$ cat src/rtl/btn_debouncer_multi.sv
// N-channel push-button conditioner: synchroniser, stability-count debounce,
// clean level plus one-cycle press/release pulses and optional auto-repeat.
module btn_debouncer_multi #(
  parameter int N_BTN           = 4,
  parameter int SYNC_STAGES     = 2,
  parameter int DEBOUNCE_CYCLES = 1000,
  parameter bit ACTIVE_LOW      = 1'b1,
  parameter bit REPEAT_EN       = 1'b0,
  parameter int HOLD_CYCLES     = 50000000,
  parameter int REPEAT_CYCLES   = 10000000
) (
  input  logic             clk,
  input  logic             rst_n,
  input  logic [N_BTN-1:0] btn_ni,
  output logic [N_BTN-1:0] level_o,
  output logic [N_BTN-1:0] pressed_o,
  output logic [N_BTN-1:0] released_o,
  output logic [N_BTN-1:0] repeat_o,
  output logic             any_pressed_o
);

  localparam int CNT_W = (DEBOUNCE_CYCLES > 1) ? $clog2(DEBOUNCE_CYCLES) : 1;
  localparam logic [CNT_W-1:0] CNT_MAX = CNT_W'(DEBOUNCE_CYCLES - 1);
  localparam logic INACTIVE = ACTIVE_LOW;

  logic [SYNC_STAGES-1:0] r_sync [N_BTN];
  logic [CNT_W-1:0]       r_cnt  [N_BTN];
  logic [N_BTN-1:0]       r_level;
  logic [N_BTN-1:0]       r_pressed;
  logic [N_BTN-1:0]       r_released;
  logic [N_BTN-1:0]       w_p;
  logic [N_BTN-1:0]       w_accept;

  // Synchronisers idle at the released raw level so reset exit never looks like a press.
  always_ff @(posedge clk or negedge rst_n) begin
    if (!rst_n) begin
      for (int i = 0; i < N_BTN; i++) begin
        r_sync[i] <= {SYNC_STAGES{INACTIVE}};
      end
    end else begin
      for (int i = 0; i < N_BTN; i++) begin
        r_sync[i] <= {r_sync[i][SYNC_STAGES-2:0], btn_ni[i]};
      end
    end
  end

  always_comb begin
    w_p      = '0;
    w_accept = '0;
    for (int i = 0; i < N_BTN; i++) begin
      w_p[i]      = r_sync[i][SYNC_STAGES-1] ^ ACTIVE_LOW;
      w_accept[i] = (w_p[i] != r_level[i]) && (r_cnt[i] == CNT_MAX);
    end
  end

  always_ff @(posedge clk or negedge rst_n) begin
    if (!rst_n) begin
      r_level    <= '0;
      r_pressed  <= '0;
      r_released <= '0;
      for (int i = 0; i < N_BTN; i++) begin
        r_cnt[i] <= '0;
      end
    end else begin
      r_pressed  <= w_accept & w_p;
      r_released <= w_accept & ~w_p;
      for (int i = 0; i < N_BTN; i++) begin
        if (w_p[i] == r_level[i]) begin
          r_cnt[i] <= '0;
        end else if (r_cnt[i] == CNT_MAX) begin
          r_level[i] <= w_p[i];
          r_cnt[i]   <= '0;
        end else begin
          r_cnt[i] <= r_cnt[i] + CNT_W'(1);
        end
      end
    end
  end

  generate
    if (REPEAT_EN) begin : g_rep
      localparam int HC_MAX = (HOLD_CYCLES > REPEAT_CYCLES) ? HOLD_CYCLES : REPEAT_CYCLES;
      localparam int HC_W   = (HC_MAX > 1) ? $clog2(HC_MAX) : 1;
      localparam logic [HC_W-1:0] HOLD_END = HC_W'(HOLD_CYCLES - 1);
      localparam logic [HC_W-1:0] REP_END  = HC_W'(REPEAT_CYCLES - 1);

      logic [HC_W-1:0]  r_hcnt [N_BTN];
      logic [N_BTN-1:0] r_phase;
      logic [N_BTN-1:0] r_repeat;

      // r_phase=0: waiting out the initial hold; r_phase=1: periodic repeat.
      // hcnt restarts at every pulse, so it never exceeds the longer period.
      always_ff @(posedge clk or negedge rst_n) begin
        if (!rst_n) begin
          r_phase  <= '0;
          r_repeat <= '0;
          for (int i = 0; i < N_BTN; i++) begin
            r_hcnt[i] <= '0;
          end
        end else begin
          for (int i = 0; i < N_BTN; i++) begin
            if (w_accept[i] || !r_level[i]) begin
              r_hcnt[i]   <= '0;
              r_phase[i]  <= 1'b0;
              r_repeat[i] <= 1'b0;
            end else if (!r_phase[i] && r_hcnt[i] == HOLD_END) begin
              r_hcnt[i]   <= '0;
              r_phase[i]  <= 1'b1;
              r_repeat[i] <= 1'b1;
            end else if (r_phase[i] && r_hcnt[i] == REP_END) begin
              r_hcnt[i]   <= '0;
              r_repeat[i] <= 1'b1;
            end else begin
              r_hcnt[i]   <= r_hcnt[i] + HC_W'(1);
              r_repeat[i] <= 1'b0;
            end
          end
        end
      end

      assign repeat_o = r_repeat;
    end else begin : g_no_rep
      assign repeat_o = '0;
    end
  endgenerate

  assign level_o       = r_level;
  assign pressed_o     = r_pressed;
  assign released_o    = r_released;
  assign any_pressed_o = |r_level;

endmodule

$ cat config.mk
export PLATFORM = sky130hd
export DESIGN_NAME = btn_debouncer_multi
export DESIGN_NICKNAME = d
export VERILOG_FILES = /design/src/rtl/btn_debouncer_multi.sv
export SDC_FILE = /design/constraint.sdc
export NUM_CORES = 1
export LEC_CHECK = 0
export CORE_UTILIZATION = 51
export CTS_CLUSTER_SIZE = 8
export DETAILED_ROUTE_END_ITERATION = 7
export HOLD_SLACK_MARGIN = 0.05
export PLACE_DENSITY = 0.85
export SYNTH_ARGS = -nofsm -noshare
export SYNTH_HDL_FRONTEND = slang
export SYNTH_SLANG_ARGS = --single-unit
$ cat constraint.sdc
create_clock -name clk -period 1.5 [get_ports clk]
set_input_delay 0.3 -clock clk [delete_from_list [all_inputs] [get_ports clk]]
set_output_delay 0.3 -clock clk [all_outputs]
set_load 0.005 [all_outputs]
==> results_dict.tcl, run 1 <==
set metrics [dict create \
    grt_util_all_layers_pct 21.3 \
    fill_cells 366 \
    slowest_stage "or4_1" \
    slew_violations 0 \
    start_util_pct 54.8 \
    firstDrtPassIters 4 \
    whs_ns 0.359 \
    violations "negative setup slack" \
    cp-end-kind "output port" \
    slowest_delay_ns 0.53 \
    rsz0062_at_grt "yes" \
    design_area_um2 3310 \
    p_per_area_nw_per_um2 1000 \
    grt_pass1_wl_um 8490 \
    cts.sinks 60 \
    dp_hpwl_um 3420 \
    synth_xor_area_share_pct 8.52 \
    setup_ws_ns -0.189 \
    clk_path_buf_depth 2 \
    die_area_um2 5540 \
    cp_top_family "simple AND/OR/NAND/NOR gates" \
    cp_cell_sequence "or4_1 -> buf_2" \
    crit_buf_inv 1 \
    port_buffers 18 \
    worstPathArrival_ns 1.39 \
    synthCells 259 \
    cts_made_buffers 9 \
    finalSetupViolCount 1 \
    status "finished with violations" \
    syn-cell-area_um2 2670 \
    avgRoutedWirePerCell_um 14.3 \
    p_leak_nw 1.48 \
    cts_tree "yes" \
    post_dp_cell_area_um2 3040 \
    ios 23 \
    post_synth.cell_area_avg_um2 10.3 \
    vias 2048 \
    n_antenna_cell 0 \
    hold_violations 0 \
    cts.htree.levels 3 \
    max_freq_mhz 592 \
    dr.first_iter.drc_count 115 \
    synth_seq_area_share_pct 56.5 \
    synthMuxAreaShare_pct 0 \
    start_kind "flip-flop" \
    drc 0 \
    grt-ovfl-total 0 \
    clk_pin_slew_ns 0.06 \
    grt_max_degree 61 \
    synthSimpleGateAreaFrac_pct 23.0 \
    hold_class "flip-flop to flip-flop" \
    synth_seq_cells 60 \
    synth_cell_type_count 40 \
    fin_crit_ns 1.69 \
    synth_top_family_by_area "simple AND/OR/NAND/NOR gates" \
    path_class "flip-flop to output port" \
    core_area_um2 4880 \
    viasPerCell 5.42 \
    syn_to_final_growth_pct 23.9 \
    clkLatencyLatePin_ns 0.34 \
    cts_root_buffer "clkbuf_8" \
    die_h_um 74.4 \
    synth-adder-area-share_pct 1.87 \
    synth-compound-area-share_pct 7.86 \
    antenna_found_initial 0 \
    placement_rows 25 \
    period_share_pct 113 \
    grt_pass1_vias 1940 \
    final_nets 316 \
    wl_um 5400 \
    worstPathRequired_ns 1.20 \
    drive_above_1_share_pct 20.3 \
    power_mw 3.33 \
    gp_congestion 0.860 \
    yosysWarnings 0 \
    ir_drop_uv 657 \
    die_w_um 74.4 \
    ant_nets 0 \
    maxCapViolations 0 \
    crit_path_max_fanout 2 \
    skew_ns 0.00936 \
]
==> synthesized netlist by cell type <==
library cell | n | area [µm²]
a211oi_1 | 2 | 15.0
a21o_1 | 1 | 7.51
a21oi_1 | 14 | 70.1
a311o_1 | 1 | 10.0
a31oi_1 | 2 | 12.5
and2_1 | 2 | 12.5
and3_1 | 5 | 31.3
and4_1 | 1 | 8.76
and4bb_2 | 1 | 12.5
buf_4 | 4 | 30.0
conb_1 | 1 | 3.75
dfrtp_1 | 52 | 1300
dfstp_2 | 8 | 210
ha_1 | 4 | 50.1
inv_1 | 7 | 26.3
nand2_1 | 24 | 90.1
nand2_2 | 1 | 6.26
nand2b_1 | 3 | 18.8
nand2b_4 | 1 | 13.8
nand3_1 | 18 | 90.1
nand3_2 | 1 | 10.0
nand4_1 | 5 | 31.3
nor2_1 | 42 | 158
nor3_1 | 4 | 20.0
nor3_2 | 1 | 10.0
nor3b_1 | 1 | 7.51
nor3b_2 | 1 | 12.5
nor4_1 | 6 | 37.5
o211a_1 | 1 | 10.0
o211ai_1 | 1 | 7.51
o21ai_0 | 8 | 40.0
o21ai_2 | 1 | 8.76
o221a_2 | 1 | 11.3
o221ai_1 | 2 | 17.5
or2_1 | 2 | 12.5
or3_1 | 2 | 12.5
or4_1 | 1 | 7.51
or4_4 | 1 | 11.3
xnor2_1 | 14 | 123
xor2_1 | 12 | 105
==> power by group <==
part,switching [mW],internal [mW]
Sequential,0.0405,1.67
Combinational,0.0929,0.0733
Clock,0.596,0.857
Total,0.730,2.60
==> final timing paths <==
| path | slack (ns) | endpoint | cells past startpoint | start |
|---|---|---|---|---|
| max in group asynchronous | 0.72 | r_sync[1]$_DFF_PN1_ | 3 | rst_n |
| max reg2reg | 0.01 | r_cnt[31]$_DFF_PN0_ | 5 | r_cnt[30]$_DFF_PN0_ |
| min in group asynchronous | 0.49 | r_cnt[30]$_DFF_PN0_ | 3 | rst_n |
| min | 0.36 | r_sync[5]$_DFF_PN1_ | 0 | r_sync[4]$_DFF_PN1_ |
| min reg2reg | 0.36 | r_sync[5]$_DFF_PN1_ | 0 | r_sync[4]$_DFF_PN1_ |
| max | -0.19 | any_pressed_o | 2 | level_o[0]$_DFFE_PN0N_ |
==> layout by cell type (no fill, tap or decap), types with 2 or more instances in the layout <==
| cell | n |
|---|---|
| a211oi_1 | 2 |
| a21oi_1 | 14 |
| a31oi_1 | 2 |
| and3_1 | 5 |
| buf_2 | 2 |
| buf_4 | 16 |
| clkbuf_1 | 3 |
| clkbuf_8 | 11 |
| clkdlybuf4s50_1 | 8 |
| conb_1 | 4 |
| dfrtp_1 | 52 |
| dfstp_2 | 8 |
| dlygate4sd2_1 | 4 |
| dlymetal6s2s_1 | 3 |
| ha_2 | 3 |
| inv_1 | 7 |
| nand2_1 | 23 |
| nand2_2 | 2 |
| nand2b_1 | 2 |
| nand3_1 | 18 |
| nand4_1 | 5 |
| nor2_1 | 39 |
| nor2_2 | 3 |
| nor3_1 | 3 |
| nor3_2 | 2 |
| nor4_1 | 4 |
| nor4_2 | 2 |
| o21ai_0 | 7 |
| o221ai_1 | 2 |
| or2_1 | 2 |
| or3_1 | 2 |
| xnor2_1 | 14 |
| xor2_1 | 12 |
==> through the flow <==
step                      setup WS [ns]  cells  setup TNS (ns)  util, %
after floorplan                 0.00905    262               0        -
after global placement           -0.120    358          -0.120     62.3
after detailed placement         -0.158    358          -0.159     62.3
after CTS                        -0.204    376          -0.204     66.6
after global routing             -0.216    378          -0.621     67.9
final                            -0.189    378          -0.189     67.9
==> logic make-up (layout without fill, tap and decap cells) <==
family	after synthesis	count (layout)
buf+inv	11	60
other cells	1	4
fa+ha+maj	4	4
simple gates	123	123
xor+xnor	26	26
flops	60	60
compound gates	34	34
==> worst register-to-register path, delay by kind of cell, from the launching register on <==
kind / cells / cell delay (ns)
DFF: 1 / 0.37
and+or+nand+nor: 4 / 0.80
adders and majority gates: 1 / 0.20
==> final cells by class <==
cell class	count	area (µm²)	area share (%)
flip-flops and latches	60	1510	45.6
inverters	7	26.3	0.793
well taps	67	83.8	2.53
multi-input cells	191	1160	34.9
clock buffers	14	163	4.91
repair buffers	37	335	10.1
clock inverters	2	35.0	1.06
==> what timing repair did <==
item,in CTS,in global routing
hold buffers,1,0
resized for setup,12,15
endpoints found under the hold margin,52,0
pin swaps,1,9
setup endpoints to repair,6,32
buffers inserted,2,2
==> flip-flops by register name (all words and copies together), names as in the netlist <==
register,cells
r_cnt,40
r_sync,8
level_o,4
pressed_o,4
released_o,4
==> metal layers <==
metal	wire, µm	vias up	GRT usage (%)
met4	155	0	12.2
li1	-	982	-
met1	2270	997	25.4
met3	236	13	6.37
met2	2730	56	34.5
met5	0	-	0
Power figures use the tool's default switching activity.
==> run 2: changes to the inputs <==
--- a/config.mk
+++ b/config.mk
@@ -9,7 +9,7 @@
 export CTS_CLUSTER_SIZE = 8
 export DETAILED_ROUTE_END_ITERATION = 7
 export HOLD_SLACK_MARGIN = 0.05
-export PLACE_DENSITY = 0.85
+export PLACE_DENSITY = 0.74
 export SYNTH_ARGS = -nofsm -noshare
 export SYNTH_HDL_FRONTEND = slang
 export SYNTH_SLANG_ARGS = --single-unit
==> results_dict.tcl, run 2 (same netlist as run 1, synthesis figures left out) <==
set metrics [dict create \
    grt_max_degree 61 \
    slowest_delay_ns 0.55 \
    core_area_um2 4880 \
    layout_commonest_cell "dfrtp_1" \
    crit_path_max_fanout 2 \
    worstHoldEndpoint "r_sync[3]$_DFF_PN1_" \
    cts.htree.levels 3 \
    violations "negative setup slack" \
    p_int_mw 2.81 \
    vias 2009 \
    setup_ws_ns -0.196 \
    skew_ns 0.00692 \
    clk_pin_slew_ns 0.07 \
    wl_um 4950 \
    slew_violations 0 \
    cts_root_buffer "clkbuf_8" \
    pwr-share-comb_pct 4.6 \
    n_antenna_cell 0 \
    avgRoutedWirePerCell_um 13.0 \
    p_clk_share_pct 47.5 \
    r2r_end "r_cnt[36]$_DFF_PN0_" \
    clk_path_buf_depth 2 \
    swShare_pct 20.9 \
    cp-end-kind "output port" \
    cts.sinks 60 \
    die_w_um 74.4 \
    instances_no_fill 380 \
    ir_drop_uv 676 \
    maxCapViolations 0 \
    min_path_cells 0 \
    seqPwrFrac_pct 47.9 \
    cp_cell_sequence "or4_4 -> buf_6" \
    top_regs "r_cnt x40, r_sync x8" \
    most-common-layout-cells "52 x dfrtp_1, 41 x nor2_1, 23 x nand2_1, 18 x buf_4, 17 x nand3_1" \
    fin_crit_ns 1.70 \
    dp_hpwl_um 3290 \
    worstPathArrival_ns 1.40 \
    path_class "flip-flop to output port" \
    grt-ovfl-total 0 \
    switchingPower_mw 0.743 \
    port_buffers 18 \
    start_kind "flip-flop" \
    worstPathRequired_ns 1.20 \
    ios 23 \
    drc 0 \
    grt_pass1_wl_um 8090 \
    regToRegStartpoint "r_cnt[30]$_DFF_PN0_" \
    hp-start "r_sync[2]$_DFF_PN1_" \
    die_h_um 74.4 \
    grt_util_all_layers_pct 20.4 \
    hold_class "flip-flop to flip-flop" \
    max_freq_mhz 590 \
    regToRegSetupSlack_ns 0.06 \
    finalSetupViolCount 3 \
    ant_nets 0 \
    clkLatencyLatePin_ns 0.33 \
    grt_pass1_vias 1885 \
    cts_tree "yes" \
    gp_congestion 0.819 \
    final_nets 318 \
    power_mw 3.55 \
    slowest_stage "or4_4" \
    cts_made_buffers 9 \
    firstDrtPassIters 6 \
    placement_rows 25 \
    rsz0062_at_grt "yes" \
    viasPerCell 5.29 \
    antenna_found_initial 0 \
    reg2reg_depth 5 \
    p_per_area_nw_per_um2 1050 \
    p_leak_nw 1.53 \
    top_register "r_cnt" \
    dr.first_iter.drc_count 115 \
    period_share_pct 113 \
    placed_cells 359 \
    largest_register_ffs 40 \
    status "finished with violations" \
    hold_violations 0 \
    die_area_um2 5540 \
    drive_above_1_share_pct 20.4 \
    start_util_pct 54.8 \
    syn_to_final_growth_pct 26.0 \
]
==> run 2: changes by cell type in the layout (fill, tap and decap cells not counted), sizes merged <==
cell / delta
clkdlybuf4s50: +1
dlymetal6s2s: +2
dlygate4sd2: -3
bufinv: +1
clkinvlp: +1
clkdlybuf4s15: -1
clkinv: -1
buf: +2
==> run 2: final cells by class <==
type / instances / area [µm²]
Clock buffer: 13 / 169
Clock inverter: 3 / 67.6
Fill cell: 372 / 1510
Inverter: 7 / 26.3
Multi-Input combinational cell: 191 / 1150
Sequential cell: 60 / 1510
Tap cell: 67 / 83.8
Timing Repair Buffer: 39 / 359
==> run 2: repair_timing <==
item,4_1_cts,5_1_grt
cloned,0,0
setup endpoints to repair,5,25
hold buffers,1,0
pin swaps,1,3
setup buffers,1,3
endpoints found under the hold margin,52,0
gates resized for setup,9,14
==> run 2: how the worst max path moves through the flow <==
stage,startpoint,slack (ns),depth (start not counted),endpoint
2_1_floorplan,r_cnt[30]$_DFF_PN0_,0.009,5,r_cnt[35]$_DFF_PN0_
3_3_place_gp,level_o[1]$_DFFE_PN0N_,-0.13,2,any_pressed_o
3_5_place_dp,level_o[1]$_DFFE_PN0N_,-0.22,2,any_pressed_o
4_1_cts,level_o[1]$_DFFE_PN0N_,-0.21,2,any_pressed_o
5_1_grt,level_o[2]$_DFFE_PN0N_,-0.24,2,any_pressed_o
6_report,level_o[2]$_DFFE_PN0N_,-0.20,2,any_pressed_o
==> run 2: power by group through the flow <==
stage / Clock (mW) / Sequential, mW / Combinational (mW)
finish: 1.69 / 1.70 / 0.165
global route: 1.79 / 1.71 / 0.192
CTS: 1.72 / 1.70 / 0.161
detailed placement: 0 / 1.73 / 0.159
global placement: 0 / 1.73 / 0.155
floorplan: 0 / 1.73 / 0.0753
==> run 2: per-layer routing <==
layer / vias to the layer above / part of all wire, % / GRT usage (%) / wire length [µm]
li1: 987 / - / - / -
met1: 958 / 47 / 24.4 / 2310
met2: 47 / 47 / 31.7 / 2320
met3: 17 / 3.7 / 6.10 / 181
met4: 0 / 2.9 / 13.6 / 142
met5: - / 0 / 0 / 0
==> run 2: through the flow <==
| step | hold WS (ns) | TNS, ns | utilization, % | setup slack, ns | cell area, µm² |
|---|---|---|---|---|---|
| CTS | 0.348 | -0.517 | 67.8 | -0.209 | 3310 |
| global placement | 0.327 | -0.131 | 62.5 | -0.131 | 3050 |
| finish | 0.349 | -0.470 | 69.1 | -0.196 | 3370 |
| floorplan | 0.00441 | 0 | - | 0.00905 | 2690 |
| detailed placement | 0.332 | -0.219 | 62.5 | -0.219 | 3050 |
| global route | 0.348 | -0.618 | 69.1 | -0.236 | 3370 |
==> run 2: critical path, delay by kind of cell (launching register included) <==
kind / cells / cell delay [ns]
buf+inv: 1 / 0.13
flops: 1 / 0.38
simple gates: 1 / 0.55
==> run 3: changes to the inputs <==
--- a/config.mk
+++ b/config.mk
@@ -5,6 +5,7 @@
 export SDC_FILE = /design/constraint.sdc
 export NUM_CORES = 1
 export LEC_CHECK = 0
+export CORE_MARGIN = 1.5
 export CORE_UTILIZATION = 51
 export CTS_CLUSTER_SIZE = 8
 export DETAILED_ROUTE_END_ITERATION = 7
==> results_dict.tcl, run 3 (same netlist as run 1, synthesis figures left out) <==
set metrics [dict create \
    status "finished with violations" \
    violations "negative setup slack" \
    power_mw 3.13 \
    n_antenna_cell 0 \
    top_regs "r_cnt x40, r_sync x8" \
    crit_path_max_fanout 2 \
    cts.sinks 60 \
    worstPathRequired_ns 1.20 \
    p_per_area_nw_per_um2 940 \
    cts.htree.levels 3 \
    antenna_found_initial 0 \
    p_clk_share_pct 40.4 \
    die_area_um2 5690 \
    slew_violations 0 \
    period_share_pct 113 \
    fin_crit_ns 1.70 \
    clkLatencyLatePin_ns 0.34 \
    firstDrtPassIters 4 \
    dp_hpwl_um 3300 \
    grt_pass1_vias 1890 \
    dr.first_iter.drc_count 102 \
    vias 2026 \
    hold_violations 0 \
    ant_nets 0 \
    cp_top_family "simple AND/OR/NAND/NOR gates" \
    layout_commonest_cell "dfrtp_1" \
    gp_congestion 0.865 \
    p_leak_nw 1.56 \
    p_int_mw 2.34 \
    cts_tree "yes" \
    ios 23 \
    crit_buf_inv 1 \
    cts_root_buffer "clkbuf_8" \
    slowest_delay_ns 0.54 \
    cts_made_buffers 9 \
    die_w_um 75.4 \
    swShare_pct 25.2 \
    syn_to_final_growth_pct 24.7 \
    drc 0 \
    max_freq_mhz 588 \
    switchingPower_mw 0.789 \
    maxCapViolations 0 \
    grt_pass1_wl_um 7960 \
    largest_register_ffs 40 \
    finalSetupViolCount 1 \
    start_util_pct 52.7 \
    drive_above_1_share_pct 21.1 \
    post-route-util_pct 65.7 \
    slowest_stage "or4_1" \
    port_buffers 18 \
    placement_rows 26 \
    seqPwrFrac_pct 54.2 \
    fill_cells 425 \
    top_register "r_cnt" \
    worstPathArrival_ns 1.40 \
    wl_um 4820 \
    avgRoutedWirePerCell_um 12.5 \
    cp_cell_sequence "or4_1 -> buf_2" \
    start_kind "flip-flop" \
    final_nets 322 \
    grt-ovfl-total 0 \
    rsz0062_at_grt "yes" \
    grt_util_all_layers_pct 18.8 \
    viasPerCell 5.24 \
    clk_pin_slew_ns 0.07 \
    tns_ns -0.201 \
    post_dp_cell_area_um2 3080 \
    hold_class "flip-flop to flip-flop" \
    grt_max_degree 61 \
    setup_ws_ns -0.201 \
    die_h_um 75.4 \
    most-common-layout-cells "52 x dfrtp_1, 42 x nor2_1, 22 x nand2_1, 21 x buf_4, 18 x nand3_1" \
    cp-end-kind "output port" \
    skew_ns 0.00689 \
    clk_path_buf_depth 2 \
    design_area_um2 3330 \
    pwr-share-comb_pct 5.4 \
    core_area_um2 5070 \
    ir_drop_uv 634 \
    path_class "flip-flop to output port" \
]
-- run 3: changes by cell type in the layout (fill, tap and decap cells not counted), sizes merged --
cell	change
clkinvlp	+2
dlygate4sd2	+2
dlymetal6s2s	+1
clkdlybuf4s50	-3
clkbuf	-4
clkinv	+4
buf	+4
bufinv	-2
-- run 3: final timing paths --
check / slack, ns / startpoint / cells after the start / end
setup / recovery: -0.20 / level_o[3]$_DFFE_PN0N_ / 2 / any_pressed_o
hold / removal: 0.36 / r_sync[2]$_DFF_PN1_ / 0 / r_sync[3]$_DFF_PN1_
setup reg to reg: 0.04 / r_cnt[31]$_DFF_PN0_ / 5 / r_cnt[35]$_DFF_PN0_
hold reg to reg: 0.36 / r_sync[2]$_DFF_PN1_ / 0 / r_sync[3]$_DFF_PN1_
max in group asynchronous: 0.70 / rst_n / 3 / r_sync[2]$_DFF_PN1_
min in group asynchronous: 0.48 / rst_n / 3 / r_cnt[22]$_DFF_PN0_
-- run 3: layer usage --
layer  wire [µm]  GRT usage [%]  vias to the layer above
met2        2260           30.3                       41
li1            -              -                      993
met4          73           8.53                        0
met1        2270           22.8                      985
met3         209           6.75                        7
met5           0              0                        -
-- run 3: area by class of cell --
class,instances,area (µm²),share of cell area (%)
clock buffer,9,124,3.72
multi-input combinational,191,1140,34.3
tap,70,87.6,2.63
clock inverter,7,53.8,1.61
sequential,60,1510,45.3
inverter,7,26.3,0.788
timing repair buffer,43,387,11.6
-- run 3: what timing repair did --
| item | CTS | global route |
|---|---|---|
| setup buffers | 1 | 3 |
| endpoints found under the setup margin | 6 | 28 |
| hold endpoints to repair | 52 | 0 |
| hold buffers | 1 | 0 |
| pin swaps | 1 | 3 |
| resized for setup | 10 | 15 |
-- run 3: power by group through the flow --
stage | Clock [mW] | Sequential, mW | Combinational (mW)
after global routing | 1.38 | 1.70 | 0.195
after floorplan | 0 | 1.73 | 0.0753
after detailed placement | 0 | 1.73 | 0.165
after CTS | 1.31 | 1.70 | 0.168
final | 1.27 | 1.70 | 0.169
after global placement | 0 | 1.73 | 0.162
-- run 3: through the flow --
stage                     std cells  hold WS, ns  worst slack (ns)
after detailed placement        366        0.327            -0.161
after floorplan                 262      0.00441           0.00905
after global placement          366        0.325            -0.132
after global routing            387        0.335            -0.226
final                           387        0.356            -0.201
after CTS                       384        0.345            -0.206
